===== config.mk =====
export PLATFORM = sky130hd
export DESIGN_NAME = decode_sequencer
export DESIGN_NICKNAME = d
export VERILOG_FILES = /design/src/rtl/decode_sequencer.sv
export SDC_FILE = /design/constraint.sdc
export NUM_CORES = 1
export LEC_CHECK = 0
export CAP_MARGIN = 20
export CORE_MARGIN = 10
export CORE_UTILIZATION = 40
export DETAILED_ROUTE_END_ITERATION = 8
export GPL_TIMING_DRIVEN = 0
export HOLD_SLACK_MARGIN = 0.06
export PLACE_DENSITY_LB_ADDON = 0.08
export SLEW_MARGIN = 20
export SYNTH_ARGS = -nofsm -noshare
export SYNTH_HDL_FRONTEND = slang
export SYNTH_SLANG_ARGS = --single-unit
export TNS_END_PERCENT = 20

===== constraint.sdc =====
create_clock -name i_clk -period 5.7 [get_ports i_clk]
set_input_delay 1.14 -clock i_clk [delete_from_list [all_inputs] [get_ports i_clk]]
set_output_delay 1.14 -clock i_clk [all_outputs]
set_load 0.01 [all_outputs]

===== src/rtl/decode_sequencer.sv =====
// Frame sequencer for the decoder: clears the error-bit store, loads the frame's beats,
// starts the decoder and holds the result handshake. Define SEQ_SOFT_EN to enable soft-decision LLR writes.
module decode_sequencer #(
  parameter int BEATS_0 = 8,
  parameter int BEATS_1 = 8,
  parameter int BEATS_2 = 32,
  parameter int BEATS_3 = 128,
  parameter int CNT_W   = 8
) (
  input  logic             i_clk,
  input  logic             i_rst_n,
  input  logic             i_core_set,
  input  logic             i_core_mode,
  input  logic [1:0]       i_core_code,
  input  logic             i_in_valid,
  output logic             o_core_ready,
  output logic             o_mode,
  output logic [1:0]       o_code,
  output logic             o_error_bit_saver_clear,
  output logic             o_syndrome_clear_and_wen,
  output logic             o_syndrome_wen,
  output logic             o_llr_mem_wen,
  output logic [CNT_W-1:0] o_beat_idx,
  output logic             o_dec_start,
  input  logic             i_dec_done,
  output logic             o_out_valid,
  input  logic             i_out_ready,
  output logic             o_busy
);

  typedef enum logic [2:0] {IDLE, CLEAR, LOAD, DECODE, OUT} state_t;

  state_t           state_q, state_d;
  logic [CNT_W-1:0] cnt_q, beat_idx_q;
  logic [1:0]       code_q;
  logic             mode_q;
  logic             syn_wen_q, syn_clr_q, start_pend_q, dec_start_q, armed_q;
  logic             accept, last_accept;

  function automatic logic [CNT_W-1:0] last_beat(input logic [1:0] code);
    int unsigned b;
    case (code)
      2'd0:    b = BEATS_0;
      2'd1:    b = BEATS_1;
      2'd2:    b = BEATS_2;
      default: b = BEATS_3;
    endcase
    return CNT_W'(b - 32'd1);
  endfunction

  // A new frame request always wins, so it also blocks acceptance in its own cycle.
  assign accept      = (state_q == LOAD) && i_in_valid && !i_core_set;
  assign last_accept = accept && (cnt_q == last_beat(code_q));

  always_ff @(posedge i_clk or negedge i_rst_n) begin
    if (!i_rst_n) state_q <= IDLE;
    else          state_q <= state_d;
  end

  always_comb begin
    state_d                 = state_q;
    o_core_ready            = 1'b0;
    o_error_bit_saver_clear = 1'b0;
    o_out_valid             = 1'b0;
    o_busy                  = (state_q != IDLE);
    if (i_core_set) begin
      state_d = CLEAR;
    end else begin
      case (state_q)
        IDLE:    state_d = IDLE;
        CLEAR:   state_d = LOAD;
        LOAD:    if (last_accept) state_d = DECODE;
        DECODE:  if (armed_q && i_dec_done) state_d = OUT;
        OUT:     if (i_out_ready) state_d = IDLE;
        default: state_d = IDLE;
      endcase
    end
    case (state_q)
      CLEAR:   o_error_bit_saver_clear = 1'b1;
      LOAD:    o_core_ready = 1'b1;
      OUT:     o_out_valid = 1'b1;
      default: ;
    endcase
  end

  // Strobes trail acceptance by one cycle; decoder start trails the last acceptance by two.
  always_ff @(posedge i_clk or negedge i_rst_n) begin
    if (!i_rst_n) begin
      cnt_q        <= '0;
      beat_idx_q   <= '0;
      code_q       <= '0;
      syn_wen_q    <= 1'b0;
      syn_clr_q    <= 1'b0;
      start_pend_q <= 1'b0;
      dec_start_q  <= 1'b0;
      armed_q      <= 1'b0;
    end else begin
      syn_wen_q    <= accept;
      syn_clr_q    <= accept && (cnt_q == '0);
      if (accept) beat_idx_q <= cnt_q;
      start_pend_q <= last_accept;
      dec_start_q  <= start_pend_q && !i_core_set;
      if (i_core_set || state_q != DECODE) armed_q <= 1'b0;
      else if (dec_start_q)                armed_q <= 1'b1;
      if (i_core_set || state_q == CLEAR)  cnt_q <= '0;
      else if (accept && !last_accept)     cnt_q <= cnt_q + CNT_W'(1);
      if (i_core_set) code_q <= i_core_code;
    end
  end

`ifdef SEQ_SOFT_EN
  always_ff @(posedge i_clk or negedge i_rst_n) begin
    if (!i_rst_n)        mode_q <= 1'b0;
    else if (i_core_set) mode_q <= i_core_mode;
  end
`else
  logic unused_mode;
  assign unused_mode = i_core_mode;
  assign mode_q      = 1'b0;
`endif

  assign o_mode                   = mode_q;
  assign o_code                   = code_q;
  assign o_syndrome_wen           = syn_wen_q;
  assign o_syndrome_clear_and_wen = syn_clr_q;
  assign o_llr_mem_wen            = syn_wen_q & mode_q;
  assign o_beat_idx               = beat_idx_q;
  assign o_dec_start              = dec_start_q;

endmodule


==> Word level (Yosys, flattened, before mapping) <==
Cells that the tools add are included.
{ "totals": {"ff_bits": 26, "input_bits": 9, "out_inout_bits": 19, "wordCells": 53} }
{ "op_classes": {"add_sub_neg": 2, "eq_ne": 11, "n_mux": 13, "n_reduce_logical": 18} }
{ "ops": {"columns": ["operator", "n"], "rows": [
  ["8-bit 2-to-1 mux", 2],
  ["8-bit one-hot mux with 2 select lines", 1],
  ["3-bit 2-to-1 mux", 4],
  ["3-bit one-hot mux with 4 select lines", 1],
  ["3-bit inequality test, second input constant", 3],
  ["8-bit by 1-bit adder with 8-bit output, second input constant", 1],
  ["8-bit == test", 1],
  ["8-bit logical NOT", 1],
  ["8-bit by 1-bit subtractor with 8-bit output, second input constant", 1],
  ["1-bit logical AND", 7],
  ["3-bit by 2-bit == test with 1-bit output, second input constant", 2],
  ["1-bit 2-to-1 mux", 5],
  ["2-bit nonzero test", 2],
  ["3-bit by 1-bit == test with 1-bit output, second input constant", 1],
  ["3-bit == test, second input constant", 1],
  ["3-bit by 2-bit inequality test with 1-bit output, second input constant", 1],
  ["3-bit AND reduction", 1],
  ["3-bit nonzero test", 1],
  ["2-bit by 1-bit == test with 1-bit output, second input constant", 1],
  ["2-bit == test, second input constant", 1],
  ["1-bit logical NOT", 2],
  ["2-bit logical NOT", 1],
  ["1-bit logical OR", 2],
  ["2-bit OR reduction", 1]
]} }

==> Longest topological paths before layout <==
{ "depth": {"word_depth": 10, "mapped_depth": 7, "ltp_nobuf": 6} }

==> Least setup slack after synthesis <==
OpenSTA, ideal clock, no wires.
{ "synth_timing": {"path_kind": "in2reg", "start": "input port i_core_set", "end": "register cnt_q[7]", "arrival_ns": 2.517, "t_required_ns": 5.623, "slack_ns": 3.105, "stages": 5, "n_path_buf": 1, "cell_sequence": "clkbuf_1 > nand3b_4 > or3_4 > or4_1 > a21oi_1"} }
{ "synth_between": {"elab_chain_cells": 6, "word_cells_on_any_way": 8, "classes_between": "1 x mux; 7 x reduce/logical"} }
{ "synth_lines": {"columns": ["element", "line_no", "source"], "rows": [
  ["start: declaration", "12", "input logic i_core_set,"],
  ["1-bit logical NOT", "52", "assign accept = (state_q == LOAD) && i_in_valid && !i_core_set;"],
  ["1-bit logical AND", "52", null],
  ["1-bit logical AND", "53", "assign last_accept = accept && (cnt_q == last_beat(code_q));"],
  ["1-bit logical NOT", "106", "else if (accept && !last_accept) cnt_q <= cnt_q + CNT_W'(1);"],
  ["1-bit logical AND", "106", null],
  ["2-bit nonzero test (no line)", null, null],
  ["end signal: assignment", "106", null],
  ["end: declaration", "34", "logic [CNT_W-1:0] cnt_q, beat_idx_q;"]
]} }
Several ways; a longest one is shown, not always the timed one.
A chain may end at the register's enable or synchronous reset.

==> Worst setup path in the final report <==
{ "layout_timing": {"start": "register state_q[0]", "end": "output port o_error_bit_saver_clear"} }
{ "layout_between": {"elab_chain_cells": 2} }
{ "layout_lines": {"columns": ["element", "line_no", "source"], "rows": [
  ["start: declaration", "33", "state_t state_q, state_d;"],
  ["start signal: assignment", "57", "else state_q <= state_d;"],
  ["3-bit by 1-bit == test with 1-bit output", "78", "case (state_q)"],
  ["1-bit 2-to-1 mux", "78", null],
  ["end: declaration", "19", "output logic o_error_bit_saver_clear,"]
]} }
No other way between the ends.

==> impl_summary.md <==
Run status
The flow ran to the end, and the final reports show no timing, DRC or antenna violations.

Global route
The total grt overflow is 0. The first global-routing pass estimated 4490 µm of wire. Entering global routing, the biggest net connects 27 pins.

The total track usage is 10.0%. The number of global-route vias before repair is 965. The initial antenna violation count is 0.

Drt
Across all layers, the routed design uses 977 vias. Wires add up to 2600 µm. The detailed router used layers up to and including met3.

The number of design-rule violations left by the first detailed-router iteration is 30. The detailed route wirelength on metal2 is 1220 µm. Dividing the detail-routed via count by the number of cells gives 5.31. The count of nets left with antenna violations once routing finished came out at 0. The number of optimization iterations in the first detailed-route pass is 4. The met3 routed wirelength is 258 µm. The wire length on met1 is 1120 µm. The post-detailed-route wirelength per cell is 14.1 µm. The residual DRC count is 0.

Pwr
The share of total power in combinational logic is 11.1%. The power per cell area is 209 nW/µm². The leakage power is 0.000677 µW. In this run, flip-flops and latches consume 60.4% of the power. For this design the total switching power over the nets is 73.6 µW.

Cell internal power was estimated by the tool at 245 µW. The switching power as a share of total power is 23.1%. The clock share of power is 28.5%. The peak supply drop is 0.117 mV.

Setup path
On the worst path, the slowest cell contributes a delay of 0.62 ns. The count of buffering cells on the critical path with inverters included is 1. Along the worst path, the maximum fanout reaches 6.

The reg2reg setup slack is 3.66 ns. The endpoint identified for the worst register-to-register timing path is cnt_q[6]$_DFFE_PN0P_. The cell at the slowest stage of the critical path is clkdlybuf4s50_1.

STA classifies the critical path startpoint as a flip-flop. The dominant delay contributor by cell family on the critical path is buffers and inverters. By startpoint and endpoint, the worst setup path is classified as flip-flop to primary output. The depth of the most critical reg-to-reg path is 6.

The critical path goes through nor3b_1 -> clkdlybuf4s50_1. STA classifies the critical path endpoint as a primary output. For the worst setup path, the data arrival time is 1.77 ns.

The data required time at the worst endpoint is 4.56 ns. In this run the critical register-to-register path is launched from cnt_q[0]$_DFFE_PN0P_.

Floorplanning
The placement row count is 19. The total area inside the core boundary comes to 2830 µm². For this design the top-level I/O count stands at 28. From bottom edge to top edge, the die measures 75.3 µm.

The die width is 75.3 µm. The die covers 5660 µm². The starting density of the core is 43.2%.

Clock tree
The CTS sink count is 26. The clock passes through at most 2 buffers. The level count of the clock H-tree is 1. After clock tree synthesis, the setup repair step added 0 buffers. For this design, the CTS-stage hold fixing added 0 buffers. The number of buffers inserted during clock tree synthesis is 3. The number of gates resized after CTS is 0. The clock latency of the later-clocked register in the worst-skew pair is 0.32 ns.

Clock-pin slew was measured on the worst setup and hold paths at 0.14 ns. The CTS tree is yes. The clock root buffer is clkbuf_4.

Synth
In the synthesized netlist the dominant register cell turns out to be dfrtp_1. In this run the cell area of the synthesized design comes to 1220 µm². The post-synthesis cell type count is 31.

The Yosys step of the flow raised 0 warnings. The largest area contributor in the synthesized netlist is dfrtp_1. Counting flops and latches in the post-synthesis netlist gives 26. In this run, synthesis inferred 0 flip-flops with an integrated enable. After synthesis, the largest area contributor takes up 53.3% of total cell area. Averaged over all synthesized cells, the footprint is 9.77 µm².

The fraction of registers with async set or reset after synthesis is 100%. Ranked by total cell area, the synthesized netlist is headed by dfrtp_1 53%, nand2_1 7.1%, a21oi_1 3.3%. After technology mapping, the gate count stands at 125. The proportion of synthesized chip area in sequential cells is 53.3%.

Layout
The ratio of cells with drive above 1 in the final layout is 9.15%. In the final design database the tool counted 165 nets. 0 antenna diodes ended up in the layout. The layout-stage area growth over the synthesis result is 24.9%. Measured on the finished design, the core utilization comes to 53.9%.

Timing
The setup TNS is 0 ns. For the finished layout, the period the worst path requires is 2.91 ns. The number of pins exceeding their max-slew limit in the final report was 0. In this run the tightest slew margin relative to its limit is 63.0%. The final cycle utilization of the critical path is 51.1%. The worst clock skew on the final layout is 0.0113 ns. The highest clock rate is 0.343 GHz.

Setup violations remaining at the end of the flow were counted as 0. The worst-margin pin slew is 0.555 ns. The total count of hold-check failures in the final report was 0. Setup repair after global routing left no endpoint under its margin.

Hold path
The beginning of the worst hold path is o_beat_idx[4]$_DFFE_PN0P_. The hold path depth is 2. For hold timing, the worst endpoint is o_beat_idx[4]$_DFFE_PN0P_. The class of the tightest hold or removal check is flip-flop to flip-flop.

Placed design
The post-detailed-placement half-perimeter wirelength is 1970 µm. In this run the tool buffered the top-level ports with 23 buffer cells. At the end of routability-driven placement, the weighted congestion stood at 0.795.

Job
The tool flagged a number of max-cap violations equal to 0.
stage by stage:
step | power [µW] | worst slack [ns] | cell area (µm²) | hold slack (ns) | std cells
after floorplan | 213 | 3.11 | 1220 | 0.439 | 126
after global placement | 232 | 2.78 | 1490 | 0.458 | 180
after detailed placement | 232 | 2.78 | 1490 | 0.465 | 180
after CTS | 325 | 2.74 | 1530 | 0.498 | 184
after global routing | 334 | 2.66 | 1530 | 0.517 | 184
final | 319 | 2.79 | 1530 | 0.491 | 184
area by class of cell:
class | count | area (µm²)
timing repair buffer | 23 | 225
multi-input combinational | 88 | 514
fill | 271 | 1300
sequential | 26 | 651
buffer | 6 | 37.5
clock buffer | 4 | 36.3
tap | 31 | 38.8
inverter | 6 | 22.5
registers in the layout, summed over array words and instances, names as in the netlist:
register,flops
armed_q,1
cnt_q,8
o_beat_idx,8
o_code,2
o_dec_start,1
o_syndrome_clear_and_wen,1
o_syndrome_wen,1
start_pend_q,1
state_q,3
tightest hold or removal path: stages (launching register included):
cell and delay [ns]:
dfrtp_1 0.37, nand2_1 0.05, nand2_1 0.05
cells in the final DEF (no fill, tap or decap), types with 3 or more instances in the layout:
cell type and n:
clkdlybuf4s50_1 22, nor2_1 8, or4_1 5, a21oi_1 8, o31ai_1 4, nor4_1 4
dfrtp_1 26, inv_1 6, clkbuf_4 3, nand3_1 5, o21ai_0 6, or3_1 4
nand2_1 23
kinds of logic (layout without fill, tap and decap cells):
kind of cell    Yosys count  count (layout)  share of synthesized area, %
compound gates           20              20                          9.63
other cells               1               2                         0.307
flops                    26              26                          53.3
simple gates             62              62                          28.0
mux                       2               2                          1.84
buf+inv                  12              39                          4.92
fa+ha+maj                 2               2                          2.05
power groups by stage:
stage	clock (µW)	sequential (µW)	combinational, µW
detailed placement	0	196	36.3
finish	91.0	193	35.5
CTS	96.1	193	36.5
global route	101	193	39.9
global placement	0	196	36.2
floorplan	0	196	16.5
synthesized netlist by cell type (all sizes together) (4+ instances only):
cell	number
dfrtp	26
nand2	23
a21oi	8
nor2	8
inv	6
o21ai	6
nand3	5
or3	5
or4	5
buf	4
nor4	4
o31ai	4
metal layers:
metal / track usage, % / vias up
met5: 0 / -
met2: 15.4 / 31
li1: - / 487
met4: 3.71 / 0
met1: 12.4 / 459
met3: 3.94 / 0
how the worst max path moves through the flow:
stage                                start  slack (ns)                 endpoint  depth (start not counted)
finish              state_q[0]$_DFFE_PN0P_        2.79  o_error_bit_saver_clear                          2
global route        state_q[0]$_DFFE_PN0P_        2.66  o_error_bit_saver_clear                          2
CTS                 state_q[0]$_DFFE_PN0P_        2.74  o_error_bit_saver_clear                          2
detailed placement              i_in_valid        2.78     cnt_q[6]$_DFFE_PN0P_                          5
global placement                i_in_valid        2.78     cnt_q[6]$_DFFE_PN0P_                          5
floorplan                       i_core_set        3.11     cnt_q[7]$_DFFE_PN0P_                          5
Power figures use the tool's default switching activity.
